<file path="src/rtl/fifo_status_ctrl_mo_if.sv">
// Request / completion handshake between the FIFO-status controller and the AXI master.
interface fifo_status_ctrl_mo_if #(
    parameter int unsigned LSIZE = 9
);
    logic             req_valid;
    logic             req_tail;
    logic [LSIZE-1:0] req_len;
    logic             resp;
    logic             done;

    modport master (output req_valid, output req_tail, output req_len, input resp, input done);
    modport slave  (input req_valid, input req_tail, input req_len, output resp, output done);
endinterface

</file>
<file path="src/rtl/fifo_status_ctrl_mo.sv">
// FIFO-status burst controller: watches a stream FIFO level and issues burst/tail
// requests, tracking up to MAX_OSTD in-flight request lengths so it never over-requests.
module fifo_status_ctrl_mo #(
    parameter int unsigned CW         = 10,
    parameter int unsigned FULL_LEN   = 256,
    parameter int unsigned LSIZE      = 9,
    parameter int unsigned MAX_OSTD   = 4,
    parameter int unsigned SETTLE_CYC = 31,
    parameter string       WR_RD      = "READ",
    parameter string       MODE       = "ONCE"
) (
    input  logic                  clock,
    input  logic                  rst,
    input  logic                  enable,
    input  logic [CW-1:0]         count,
    input  logic [CW-1:0]         threshold,
    input  logic [LSIZE-1:0]      burst_len,
    input  logic                  fsync,
    input  logic                  tail_status,
    input  logic [LSIZE-1:0]      tail_len,
    input  logic                  frame_tail_leave,
    fifo_status_ctrl_mo_if.master bus,
    output logic                  burst_done,
    output logic                  tail_done,
    output logic [3:0]            outstanding,
    output logic                  err_orphan
);
    localparam int unsigned PEND_W   = CW + LSIZE;
    localparam int unsigned CMP_W    = CW + LSIZE + 1;
    localparam int unsigned PTR_W    = (MAX_OSTD > 1) ? $clog2(MAX_OSTD) : 1;
    localparam int unsigned SET_W    = (SETTLE_CYC > 1) ? $clog2(SETTLE_CYC + 1) : 1;
    localparam bit          IS_WRITE = (WR_RD == "WRITE");
    localparam bit          IS_LINE  = (MODE == "LINE");

    typedef enum logic [2:0] {
        S_SETTLE, S_RUN, S_TAIL_WAIT, S_LAST, S_LAST_WAIT, S_HOLD
    } state_t;

    state_t             state;
    logic [SET_W-1:0]   settle_cnt;
    logic [PEND_W-1:0]  pending;
    logic               trig;
    logic               req_valid;
    logic               req_tail;
    logic [LSIZE-1:0]   req_len;
    logic [LSIZE-1:0]   len_q [MAX_OSTD];
    logic               tail_q [MAX_OSTD];
    logic [PTR_W-1:0]   rd_ptr;
    logic [PTR_W-1:0]   wr_ptr;

    logic               issue_tail;
    logic [LSIZE-1:0]   cand_len;
    logic               fits;
    logic               trig_c;
    logic               accept;
    logic               pop;
    logic [CMP_W-1:0]   cnt_x;
    logic [CMP_W-1:0]   pend_x;
    logic [CMP_W-1:0]   len_x;
    logic [CMP_W-1:0]   thr_x;

    assign bus.req_valid = req_valid;
    assign bus.req_tail  = req_tail;
    assign bus.req_len   = req_len;

    function automatic logic [PTR_W-1:0] ptr_inc(input logic [PTR_W-1:0] p);
        return (p == PTR_W'(MAX_OSTD - 1)) ? '0 : p + 1'b1;
    endfunction

    // Issue qualification: candidate length and FIFO-room check with headroom for in-flight lengths.
    always_comb begin
        issue_tail = tail_status || (state == S_LAST);
        cand_len   = issue_tail ? tail_len : burst_len;
        cnt_x      = CMP_W'(count);
        pend_x     = CMP_W'(pending);
        len_x      = CMP_W'(cand_len);
        thr_x      = CMP_W'(threshold);
        if (IS_WRITE) begin
            fits = (cnt_x >= pend_x + len_x) && (cnt_x > pend_x + thr_x);
        end else begin
            fits = (cnt_x + pend_x + len_x <= CMP_W'(FULL_LEN)) &&
                   (cnt_x + pend_x + thr_x < CMP_W'(FULL_LEN));
        end
        trig_c = enable && !fsync && ((state == S_RUN) || (state == S_LAST)) &&
                 (outstanding < 4'(MAX_OSTD)) && !trig && !req_valid && fits;
        accept = req_valid && bus.resp;
        pop    = bus.done && (outstanding != 4'd0);
    end

    // Control FSM, request handshake and in-order length accounting.
    always_ff @(posedge clock or posedge rst) begin
        if (rst) begin
            state       <= S_SETTLE;
            settle_cnt  <= '0;
            pending     <= '0;
            trig        <= 1'b0;
            req_valid   <= 1'b0;
            req_tail    <= 1'b0;
            req_len     <= '0;
            rd_ptr      <= '0;
            wr_ptr      <= '0;
            outstanding <= 4'd0;
            burst_done  <= 1'b0;
            tail_done   <= 1'b0;
            err_orphan  <= 1'b0;
            for (int unsigned k = 0; k < MAX_OSTD; k++) begin
                len_q[k]  <= '0;
                tail_q[k] <= 1'b0;
            end
        end else if (fsync && (state != S_SETTLE)) begin
            // Frame abort: forget everything in flight; late completions become orphans.
            state       <= S_SETTLE;
            settle_cnt  <= '0;
            pending     <= '0;
            trig        <= 1'b0;
            req_valid   <= 1'b0;
            rd_ptr      <= '0;
            wr_ptr      <= '0;
            outstanding <= 4'd0;
            burst_done  <= 1'b0;
            tail_done   <= 1'b0;
            err_orphan  <= bus.done && (outstanding == 4'd0);
        end else begin
            burst_done <= pop && !tail_q[rd_ptr];
            err_orphan <= bus.done && (outstanding == 4'd0);
            tail_done  <= 1'b0;
            if (accept) begin
                len_q[wr_ptr]  <= req_len;
                tail_q[wr_ptr] <= req_tail;
                wr_ptr         <= ptr_inc(wr_ptr);
            end
            if (pop) begin
                rd_ptr <= ptr_inc(rd_ptr);
            end
            outstanding <= outstanding + 4'(accept) - 4'(pop);
            pending     <= pending + (accept ? PEND_W'(req_len) : '0)
                                   - (pop ? PEND_W'(len_q[rd_ptr]) : '0);
            trig <= trig_c;
            if (trig_c) begin
                req_len  <= cand_len;
                req_tail <= issue_tail;
            end
            if (accept) begin
                req_valid <= 1'b0;
            end else if (trig) begin
                req_valid <= 1'b1;
            end
            case (state)
                S_SETTLE: begin
                    if (fsync) begin
                        settle_cnt <= '0;
                    end else if (settle_cnt == SET_W'(SETTLE_CYC - 1)) begin
                        settle_cnt <= '0;
                        state      <= S_RUN;
                    end else begin
                        settle_cnt <= settle_cnt + 1'b1;
                    end
                end
                S_RUN: begin
                    if (accept && req_tail) begin
                        state <= S_TAIL_WAIT;
                    end
                end
                S_TAIL_WAIT: begin
                    if (outstanding == 4'd0) begin
                        tail_done <= 1'b1;
                        state     <= IS_LINE ? (frame_tail_leave ? S_LAST : S_RUN) : S_HOLD;
                    end
                end
                S_LAST: begin
                    if (accept) begin
                        state <= S_LAST_WAIT;
                    end
                end
                S_LAST_WAIT: begin
                    if (outstanding == 4'd0) begin
                        tail_done <= 1'b1;
                        state     <= S_HOLD;
                    end
                end
                S_HOLD: begin
                    state <= S_HOLD;
                end
                default: begin
                    state <= S_SETTLE;
                end
            endcase
        end
    end
endmodule

</file>
<file path="src/flat_wrapper.sv">
// flat-port wrapper written by rule: the top's interface ports become plain ports
module fifo_status_ctrl_mo_flat 
#(
    parameter int unsigned CW         = 10,
    parameter int unsigned FULL_LEN   = 256,
    parameter int unsigned LSIZE      = 9,
    parameter int unsigned MAX_OSTD   = 4,
    parameter int unsigned SETTLE_CYC = 31,
    parameter string       WR_RD      = "    ",
    parameter string       MODE       = "    "
)
  (clock, rst, enable, count, threshold, burst_len, fsync, tail_status, tail_len, frame_tail_leave, burst_done, tail_done, outstanding, err_orphan, bus_req_valid, bus_req_tail, bus_req_len, bus_resp, bus_done);
  fifo_status_ctrl_mo_if #(.LSIZE(LSIZE)) bus_i ();
  input  logic clock;
  input  logic rst;
  input  logic enable;
  input  logic [CW-1:0] count;
  input  logic [CW-1:0] threshold;
  input  logic [LSIZE-1:0] burst_len;
  input  logic fsync;
  input  logic tail_status;
  input  logic [LSIZE-1:0] tail_len;
  input  logic frame_tail_leave;
  output logic burst_done;
  output logic tail_done;
  output logic [3:0] outstanding;
  output logic err_orphan;
  output wire logic [$bits(bus_i.req_valid)-1:0] bus_req_valid;
  output wire logic [$bits(bus_i.req_tail)-1:0] bus_req_tail;
  output wire logic [$bits(bus_i.req_len)-1:0] bus_req_len;
  input wire logic [$bits(bus_i.resp)-1:0] bus_resp;
  input wire logic [$bits(bus_i.done)-1:0] bus_done;
  assign bus_req_valid = bus_i.req_valid;
  assign bus_req_tail = bus_i.req_tail;
  assign bus_req_len = bus_i.req_len;
  assign bus_i.resp = bus_resp;
  assign bus_i.done = bus_done;
  fifo_status_ctrl_mo #(.CW(CW), .FULL_LEN(FULL_LEN), .LSIZE(LSIZE), .MAX_OSTD(MAX_OSTD), .SETTLE_CYC(SETTLE_CYC), .WR_RD(WR_RD), .MODE(MODE)) u_core (.clock(clock), .rst(rst), .enable(enable), .count(count), .threshold(threshold), .burst_len(burst_len), .fsync(fsync), .tail_status(tail_status), .tail_len(tail_len), .frame_tail_leave(frame_tail_leave), .bus(bus_i), .burst_done(burst_done), .tail_done(tail_done), .outstanding(outstanding), .err_orphan(err_orphan));
endmodule
</file>
<file path="config.mk">
export PLATFORM = sky130hd
export DESIGN_NAME = fifo_status_ctrl_mo_flat
export DESIGN_NICKNAME = d
export VERILOG_FILES = /design/src/rtl/fifo_status_ctrl_mo_if.sv /design/src/rtl/fifo_status_ctrl_mo.sv /design/src/flat_wrapper.sv
export SDC_FILE = /design/constraint.sdc
export NUM_CORES = 1
export LEC_CHECK = 0
export BUFFER_PORTS_ARGS = -buffer_cell sky130_fd_sc_hd__buf_2
export CAP_MARGIN = 10
export CORE_ASPECT_RATIO = 0.6
export CORE_MARGIN = 5
export CORE_UTILIZATION = 45
export DETAILED_ROUTE_END_ITERATION = 16
export SETUP_SLACK_MARGIN = 0.15
export SLEW_MARGIN = 5
export SYNTH_ARGS = -nofsm -noshare
export SYNTH_HDL_FRONTEND = slang
export SYNTH_SLANG_ARGS = --single-unit
</file>
<file path="constraint.sdc">
create_clock -name clock -period 5.2 [get_ports clock]
set_input_delay 0.52 -clock clock [delete_from_list [all_inputs] [get_ports clock]]
set_output_delay 0.52 -clock clock [all_outputs]
set_load 0.02 [all_outputs]
</file>
==> run metrics, run 1 <==
fraction of layout cells with a size suffix above 1 22.0%; Top FF cell, synth dfrtp_1; die height 106 µm; average size of a mapped cell 9.82 µm²; fin crit period 4750 ps; fin crit share 91.4%; Clock Root Buffer clkbuf_16; Synth-to-Final Area Change 12.0%; fill count 1407; GP Congestion 0.889; GR Util All Layers 19.8%; Post-synth EDFFs 0; grt ovf 0; flop2flop setup slack 450 ps; TritonRoute pass-1 iters 5; wire per inst 17.8 µm; number of global-route vias before repair 5410; clk slew on worst S/H paths 70 ps; Worst Path Max Fanout 10; setup TNS 0 ps; Top Ports 64; max-slew violation count 0; pwr/cell area 510 nW/µm²; Slew @ Worst Pin 955 ps; CP Data Arrival Time 4980 ps; Critical R2R Launch u_core.state[2]; row count 35; die width 170 µm; worst endpoint required time 5430 ps; yosys warns 0; Pleak 0.00381 µW; CP startpoint kind flop; Most common cell on crit path buf_4; commonest non-fill, non-tap cell in the layout dfrtp_1; most frequent cells in the layout 90 x dfrtp_1, 68 x ha_1, 62 x inv_1, 62 x buf_2, 58 x nor2_1; drt total wl 17400 µm; #FFs+latches synth 90; synth unique cells 68; Via density 5.68; sequential area share after synthesis 32.4%; die footprint 18100 µm²; worst r2r path cells 17; status finished, final reports clean; # Post-CTS Setup Buffers 0; largest net degree at the start of global routing 53; vias post-DR 5554; Syn Nets 833; Design Power 3970 µW; VDD IR max 181 µV; port bufs 62; # diodes 0; Gate Count Post-Synth 707; drt first-iter violations 402; CP Class reg2reg; final net count 895; synthesized area 6940 µm²; clk_lat worst skew 350 ps; RSZ-0062 raised after global routing true; H-tree lvl count 3; Finish-stage setup viols 0; Max-Cap Viols 0; ys async rst share 100%; CP peak stage delay 510 ps; CTS Sinks 90; maximum clock frequency 210 MHz; starting density of the core 45.6%; buffer depth of the longest clock path 2; Slew headroom 35.5%; Multi-input gate area 4380 µm²; total core area 15200 µm²; clk_skew 9.12 ps; worst flop-to-flop path endpoint u_core.bus.req_len[4]; Final Hold Vio Count 0; # DRC 0; Num CTS Buffers 9; FF+latch area 2250 µm²; cells along the critical path inv_1, a31oi_1, buf_4, mux2_2, fa_1, a211oi_2, o21ai_0, a221o_1, a21oi_1, a211oi_1, buf_4, nor2_1, o211ai_1, a221oi_1, nand4b_1, buf_4, mux2_4; initial antenna violation count 0; Hold/Removal Path Class in2async; slowest cell on the critical path dfrtp_1; CTS tree done; Final ANT Viol Nets 0; CP endpoint kind flop; first-pass GRT wire length 28300 µm; DP HPWL 13600 µm
==> worst max path at each step <==
stage                     startpoint               endpoint  slack (ps)  cells after the start
CTS                  u_core.state[2]  u_core.bus.req_len[4]         330                     17
global route        u_core.rd_ptr[0]     u_core.pending[18]         150                     15
detailed placement          count[1]  u_core.bus.req_len[4]         170                     20
floorplan            u_core.state[2]  u_core.bus.req_len[0]         580                     17
global placement            count[4]  u_core.bus.req_len[8]         300                     20
finish               u_core.state[2]  u_core.bus.req_len[4]         450                     17
==> per-stage QoR <==
step	instance area, µm²	hold WS, ps	instances	worst slack (ps)	utilization [%]
finish	7770	290	977	445	51.0
global route	7770	349	977	148	51.0
CTS	7760	304	977	325	50.9
detailed placement	7480	470	961	170	49.1
global placement	7480	460	961	296	49.1
floorplan	6940	438	707	577	-
==> final cells by class <==
type                            count  share of cell area (%)
Multi-Input combinational cell    534                    56.3
Timing Repair Buffer               70                    4.76
Tap cell                          203                    3.27
Clock inverter                      6                   0.628
Clock buffer                       10                    2.95
Inverter                           64                    3.11
Sequential cell                    90                    29.0
==> synth_stat cells (all sizes together), types with 14 or more instances <==
cell type,count,area [µm²]
dfrtp,90,2250
ha,68,851
inv,63,236
nor2,58,218
mux2,55,653
nand2,48,180
a21oi,37,185
o21ai,33,165
xnor2,27,255
clkbuf,16,60.1
xor2,16,140
nand3,15,75.1
and3,14,87.6
nor3,14,75.1
==> sequential cells by signal (all words and copies together), names as in the netlist <==
signal and cells:
u_core.tail_done 1, u_core.trig 1, u_core.burst_done 1, u_core.len_q 36, u_core.outstanding 4, u_core.bus.req_valid 1
u_core.settle_cnt 5, u_core.tail_q 4, u_core.bus.req_tail 1, u_core.wr_ptr 2, u_core.state 3, u_core.err_orphan 1
u_core.rd_ptr 2, u_core.pending 19, u_core.bus.req_len 9
==> cell families after synthesis <==
family          share of synthesized area [%]
mux                                      12.9
compound gates                           14.3
fa+ha+maj                                15.7
buf+inv                                  4.70
flops                                    32.4
simple gates                             14.2
xor+xnor                                 5.69
==> per-layer routing <==
| metal | GRT usage (%) | routed length [µm] | vias to the layer above |
|---|---|---|---|
| met5 | 0 | 0 | - |
| met4 | 4.79 | 276 | 0 |
| met3 | 4.94 | 1300 | 24 |
| met2 | 27.1 | 6940 | 192 |
| met1 | 30.9 | 8890 | 2696 |
| li1 | - | - | 2642 |
==> worst max-delay path, delay by kind of cell, from the launching register on <==
| family | cells | cell delay [ps] |
|---|---|---|
| muxes | 2 | 710 |
| AOI/OAI and AO/OA | 8 | 1900 |
| adders and majority gates | 1 | 500 |
| and+or+nand+nor | 2 | 270 |
| buffers and inverters | 4 | 720 |
| DFF | 1 | 510 |
==> power by group <==
group,total [µW],switching [µW],internal (µW)
sequential,943,129,814
clock,638,309,329
combinational,2380,1410,972
total,3970,1850,2120
==> what timing repair did <==
item	4_1_cts	5_1_grt
resized for setup	0	3
endpoints found under the setup margin	0	10
hold buffers	0	0
Power figures use the tool's default switching activity.
==> inputs of run 2 (changes only) <==
==> constraint.sdc (replaced) <==
create_clock -name clock -period 4.7 [get_ports clock]
set_input_delay 0.47 -clock clock [delete_from_list [all_inputs] [get_ports clock]]
set_output_delay 0.47 -clock clock [all_outputs]
set_load 0.02 [all_outputs]
==> run metrics, run 2 (synthesis results as in run 1) <==
worst endpoint required time 4930 ps; Final Hold Vio Count 0; die width 170 µm; Placed Cells incl. Taps 992; DR top layer met4; # diodes 0; largest net degree at the start of global routing 59; CP Data Arrival Time 4630 ps; CP Class reg2reg; status finished, final reports clean; Max-Cap Viols 0; port bufs 62; Synth-to-Final Area Change 20.7%; die footprint 18100 µm²; grt ovf 0; total core area 15200 µm²; hold bufs inserted after CTS 0; Slew headroom 30.8%; Slew @ Worst Pin 1030 ps; max reg flops 36; die height 106 µm; Finish-stage setup viols 0; DP HPWL 14400 µm; # DRC 0; Clock Root Buffer clkbuf_16; Final ANT Viol Nets 0; CP endpoint kind flop; drt total wl 18300 µm; pwr/cell area 584 nW/µm²; TritonRoute pass-1 iters 5; wire per inst 18.0 µm; VDD IR max 228 µV; fin crit period 4400 ps; CP startpoint kind flop; maximum clock frequency 227 MHz; Worst Path Max Fanout 5; Top Ports 64; met3 wire len 1010 µm; Via density 5.56; H-tree lvl count 3; clk_skew 12.0 ps; WL met2 7220 µm; CTS tree done; RSZ-0062 raised after global routing true; Post-Place Worst Slack -200 ps; Hold/Removal Path Class in2async; max-slew violation count 0; starting density of the core 45.6%; clk_lat worst skew 360 ps; fin cells 1019; initial antenna violation count 0; Largest Register u_core.len_q; Pleak 0.00409 µW; buffer depth of the longest clock path 2; final net count 937; CTS Sinks 90; GR Util All Layers 20.8%; Num CTS Buffers 9; commonest non-fill, non-tap cell in the layout dfrtp_1; row count 35; vias post-DR 5663; fraction of layout cells with a size suffix above 1 30.6%; drt first-iter violations 349; wl on met1 9820 µm; number of global-route vias before repair 5649; most frequent cells in the layout 89 x dfrtp_1, 64 x ha_1, 62 x buf_2, 61 x inv_1, 55 x nor2_1; clk slew on worst S/H paths 80 ps; first-pass GRT wire length 29500 µm; post-route setup slack 303 ps; GP Congestion 0.925; Top Registers u_core.len_q x36, u_core.pending x19, u_core.bus.req_len x9; fin crit share 93.5%; WHS 313 ps
==> run 2: cell types whose count changed in the layout (fill, tap and decap cells not counted), moves of 4 or more <==
cell / delta
a21oi_1: -6
a21oi_2: +5
o21ai_0: -9
o21ai_1: +6
ha_1: -4
buf_4: +40
==> run 2: layer usage <==
metal	global-route usage [%]	vias up
li1	-	2735
met4	5.01	0
met3	3.86	23
met5	0	-
met1	33.0	2773
met2	28.9	132
==> run 2: report_power, final <==
group	total [µW]	internal [µW]	switching [µW]
clock	778	428	349
combinational	3090	1350	1740
sequential	1030	902	129
==> run 2: area by class of cell <==
class | instances | area, µm²
fill | 1363 | 6860
multi-input combinational | 534 | 4620
sequential | 90 | 2250
timing repair buffer | 112 | 693
tap | 203 | 254
inverter | 64 | 241
clock buffer | 9 | 225
clock inverter | 7 | 93.8
==> run 2: repair_timing <==
action                                  CTS  global route
gates resized for setup                   4            55
endpoints found under the setup margin   10            15
buffers inserted                          1             9
pin swaps                                 1            29
cloned                                    0             1
==> run 2: through the flow <==
stage / area [µm²] / util, % / total power [µW] / setup TNS (ps)
floorplan: 6950 / - / 3030 / 0
detailed placement: 7720 / 50.7 / 3810 / -1810
global placement: 7720 / 50.7 / 3730 / -542
finish: 8380 / 55.0 / 4900 / 0
global route: 8380 / 55.0 / 5300 / 0
CTS: 8070 / 52.9 / 4630 / 0
==> run 2: worst paths after layout <==
| kind | cells past startpoint | endpoint | slack [ps] | start |
|---|---|---|---|---|
| max | 17 | u_core.bus.req_len[0] | 300 | u_core.pending[0] |
| min | 2 | u_core.len_q[17] | 310 | rst |
| max reg2reg | 17 | u_core.bus.req_len[0] | 300 | u_core.pending[0] |
| min reg2reg | 1 | u_core.settle_cnt[4] | 490 | u_core.settle_cnt[4] |
| max in group asynchronous | 3 | u_core.rd_ptr[0] | 3330 | rst |
| min in group clock | 2 | u_core.tail_done | 400 | fsync |
==> run 2: critical path: stages (launching register included) <==
cell and delay [ps]:
dfrtp_1 410, ha_4 180, inv_2 40, fa_2 410, buf_4 150, xnor2_1 310, ha_1 330, a211oi_2 290
o21ai_1 120, a221o_1 380, a21oi_4 190, nor2_1 100, xor2_1 130, nand2_1 120, a2111oi_4 360, nand4b_1 250
buf_6 220, mux2_4 300
==> inputs of run 3 (changes only) <==
--- a/config.mk
+++ b/config.mk
@@ -5,12 +5,14 @@
 export SDC_FILE = /design/constraint.sdc
 export NUM_CORES = 1
 export LEC_CHECK = 0
+export ABC_CLOCK_PERIOD_IN_PS = 4700
 export BUFFER_PORTS_ARGS = -buffer_cell sky130_fd_sc_hd__buf_2
 export CAP_MARGIN = 10
 export CORE_ASPECT_RATIO = 0.6
 export CORE_MARGIN = 5
 export CORE_UTILIZATION = 45
 export DETAILED_ROUTE_END_ITERATION = 16
+export MAX_ROUTING_LAYER = met4
 export SETUP_SLACK_MARGIN = 0.15
 export SLEW_MARGIN = 5
 export SYNTH_ARGS = -nofsm -noshare
==> run metrics, run 3 (synthesis results as in run 1) <==
status finished, final reports clean; clk slew on worst S/H paths 70 ps; # DRC 0; fin crit share 92.7%; Num CTS Buffers 9; Worst Path Max Fanout 10; drt first-iter violations 345; die width 170 µm; Top Ports 64; Via density 5.60; Largest Register u_core.len_q; buffer depth of the longest clock path 2; pwr/cell area 575 nW/µm²; VDD IR max 255 µV; port bufs 62; Slew @ Worst Pin 1040 ps; max reg flops 36; commonest non-fill, non-tap cell in the layout dfrtp_1; fin crit period 4360 ps; clk_skew 10.7 ps; largest net degree at the start of global routing 59; maximum clock frequency 229 MHz; row count 35; die height 106 µm; Top Registers u_core.len_q x36, u_core.pending x19, u_core.bus.req_len x9; fraction of layout cells with a size suffix above 1 28.0%; CP endpoint kind flop; fill count 1360; post-route setup slack 342 ps; RSZ-0062 raised after global routing true; Hold/Removal Path Class in2async; H-tree lvl count 3; Finish-stage setup viols 0; first-pass GRT wire length 29000 µm; GP Congestion 0.938; Pleak 0.00405 µW; # diodes 0; Post-Place Worst Slack -109 ps; Clock Root Buffer clkbuf_16; Final Hold Vio Count 0; initial antenna violation count 0; CP startpoint kind flop; vias post-DR 5669; hold bufs inserted after CTS 0; Multi-input gate area 4530 µm²; wire per inst 17.9 µm; CP Class reg2reg; clk_lat worst skew 350 ps; die footprint 18100 µm²; most frequent cells in the layout 89 x dfrtp_1, 65 x ha_1, 62 x inv_1, 62 x buf_2, 58 x nor2_1; GR Util All Layers 20.9%; max-slew violation count 0; grt ovf 0; Max-Cap Viols 0; TritonRoute pass-1 iters 5; final net count 931; Synth-to-Final Area Change 18.4%; CTS Sinks 90; total core area 15200 µm²; post-layout util 53.9%; drt total wl 18100 µm; DP HPWL 14300 µm; Final ANT Viol Nets 0; Slew headroom 29.9%; worst endpoint required time 4930 ps; starting density of the core 45.6%; FF+latch area 2250 µm²; CP Data Arrival Time 4580 ps; number of global-route vias before repair 5487; CTS tree done
==> run 3: changes by cell type in the layout (fill, tap and decap cells not counted), moves of 2 or more <==
cell      before  now
nor2_1        55   58
buf_4         48   43
clkinv_4       0    2
nand2_1       46   48
a21oi_1       30   33
o21ai_2        3    1
nand2_2        2    0
nor2_2         3    0
a21oi_2        6    4
==> run 3: through the flow <==
step	std cells	instance area (µm²)	setup TNS (ps)	hold slack (ps)	power (µW)
final	1013	8220	0	315	4730
after global routing	1013	8220	0	415	5130
after CTS	1010	8050	0	364	4570
after detailed placement	994	7740	-1020	468	3810
after global placement	994	7740	-520	459	3740
after floorplan	707	6950	0	438	3030
==> run 3: cell type report <==
class,count,area share (%)
Tap cell,203,3.09
Clock buffer,9,2.74
Clock inverter,7,0.913
Multi-Input combinational cell,534,55.1
Timing Repair Buffer,106,7.84
Inverter,64,2.94
Sequential cell,90,27.4
==> run 3: worst max-delay path, stage by stage (launching register included) <==
cell and delay (ps):
dfrtp_1 420, ha_4 180, inv_1 50, fa_1 420, nor2b_4 160, o2111ai_4 120
nand2_1 80, nor2_1 60, xnor2_2 170, ha_1 330, nand4_1 110, nor2_1 110
a21oi_1 110, a21oi_2 240, o21ai_2 130, a2111o_1 320, a22o_1 230, a2111oi_2 330
nand4b_1 170, buf_6 190, mux2_4 310
==> run 3: layer usage <==
| layer | vias up | part of all wire [%] | track usage (%) |
|---|---|---|---|
| li1 | 2724 | - | - |
| met1 | 2745 | 53 | 32.5 |
| met2 | 181 | 39 | 27.7 |
| met3 | 19 | 6.9 | 4.31 |
| met4 | 0 | 1.2 | 4.39 |
| met5 | - | 0 | - |
==> run 3: power by group <==
| part | internal [µW] | switching [µW] | leakage [µW] |
|---|---|---|---|
| clock network | 374 | 343 | 0.000147 |
| logic | 1280 | 1700 | 0.00269 |
| registers | 902 | 132 | 0.00122 |
| total | 2560 | 2170 | 0.00405 |
==> run 3: final timing paths <==
check	startpoint	end	slack, ps	depth (start not counted)
max	u_core.pending[0]	u_core.bus.req_len[0]	340	20
min	rst	u_core.len_q[8]	310	2
max reg2reg	u_core.pending[0]	u_core.bus.req_len[0]	340	20
min reg2reg	u_core.settle_cnt[4]	u_core.settle_cnt[4]	480	1
max in group asynchronous	rst	u_core.rd_ptr[0]	3340	3
min in group clock	fsync	u_core.tail_done	420	2
==> run 3: what timing repair did <==
item	in CTS	in global routing
setup buffers	0	3
setup endpoints to repair	11	16
pin swaps	1	9
resized for setup	3	31
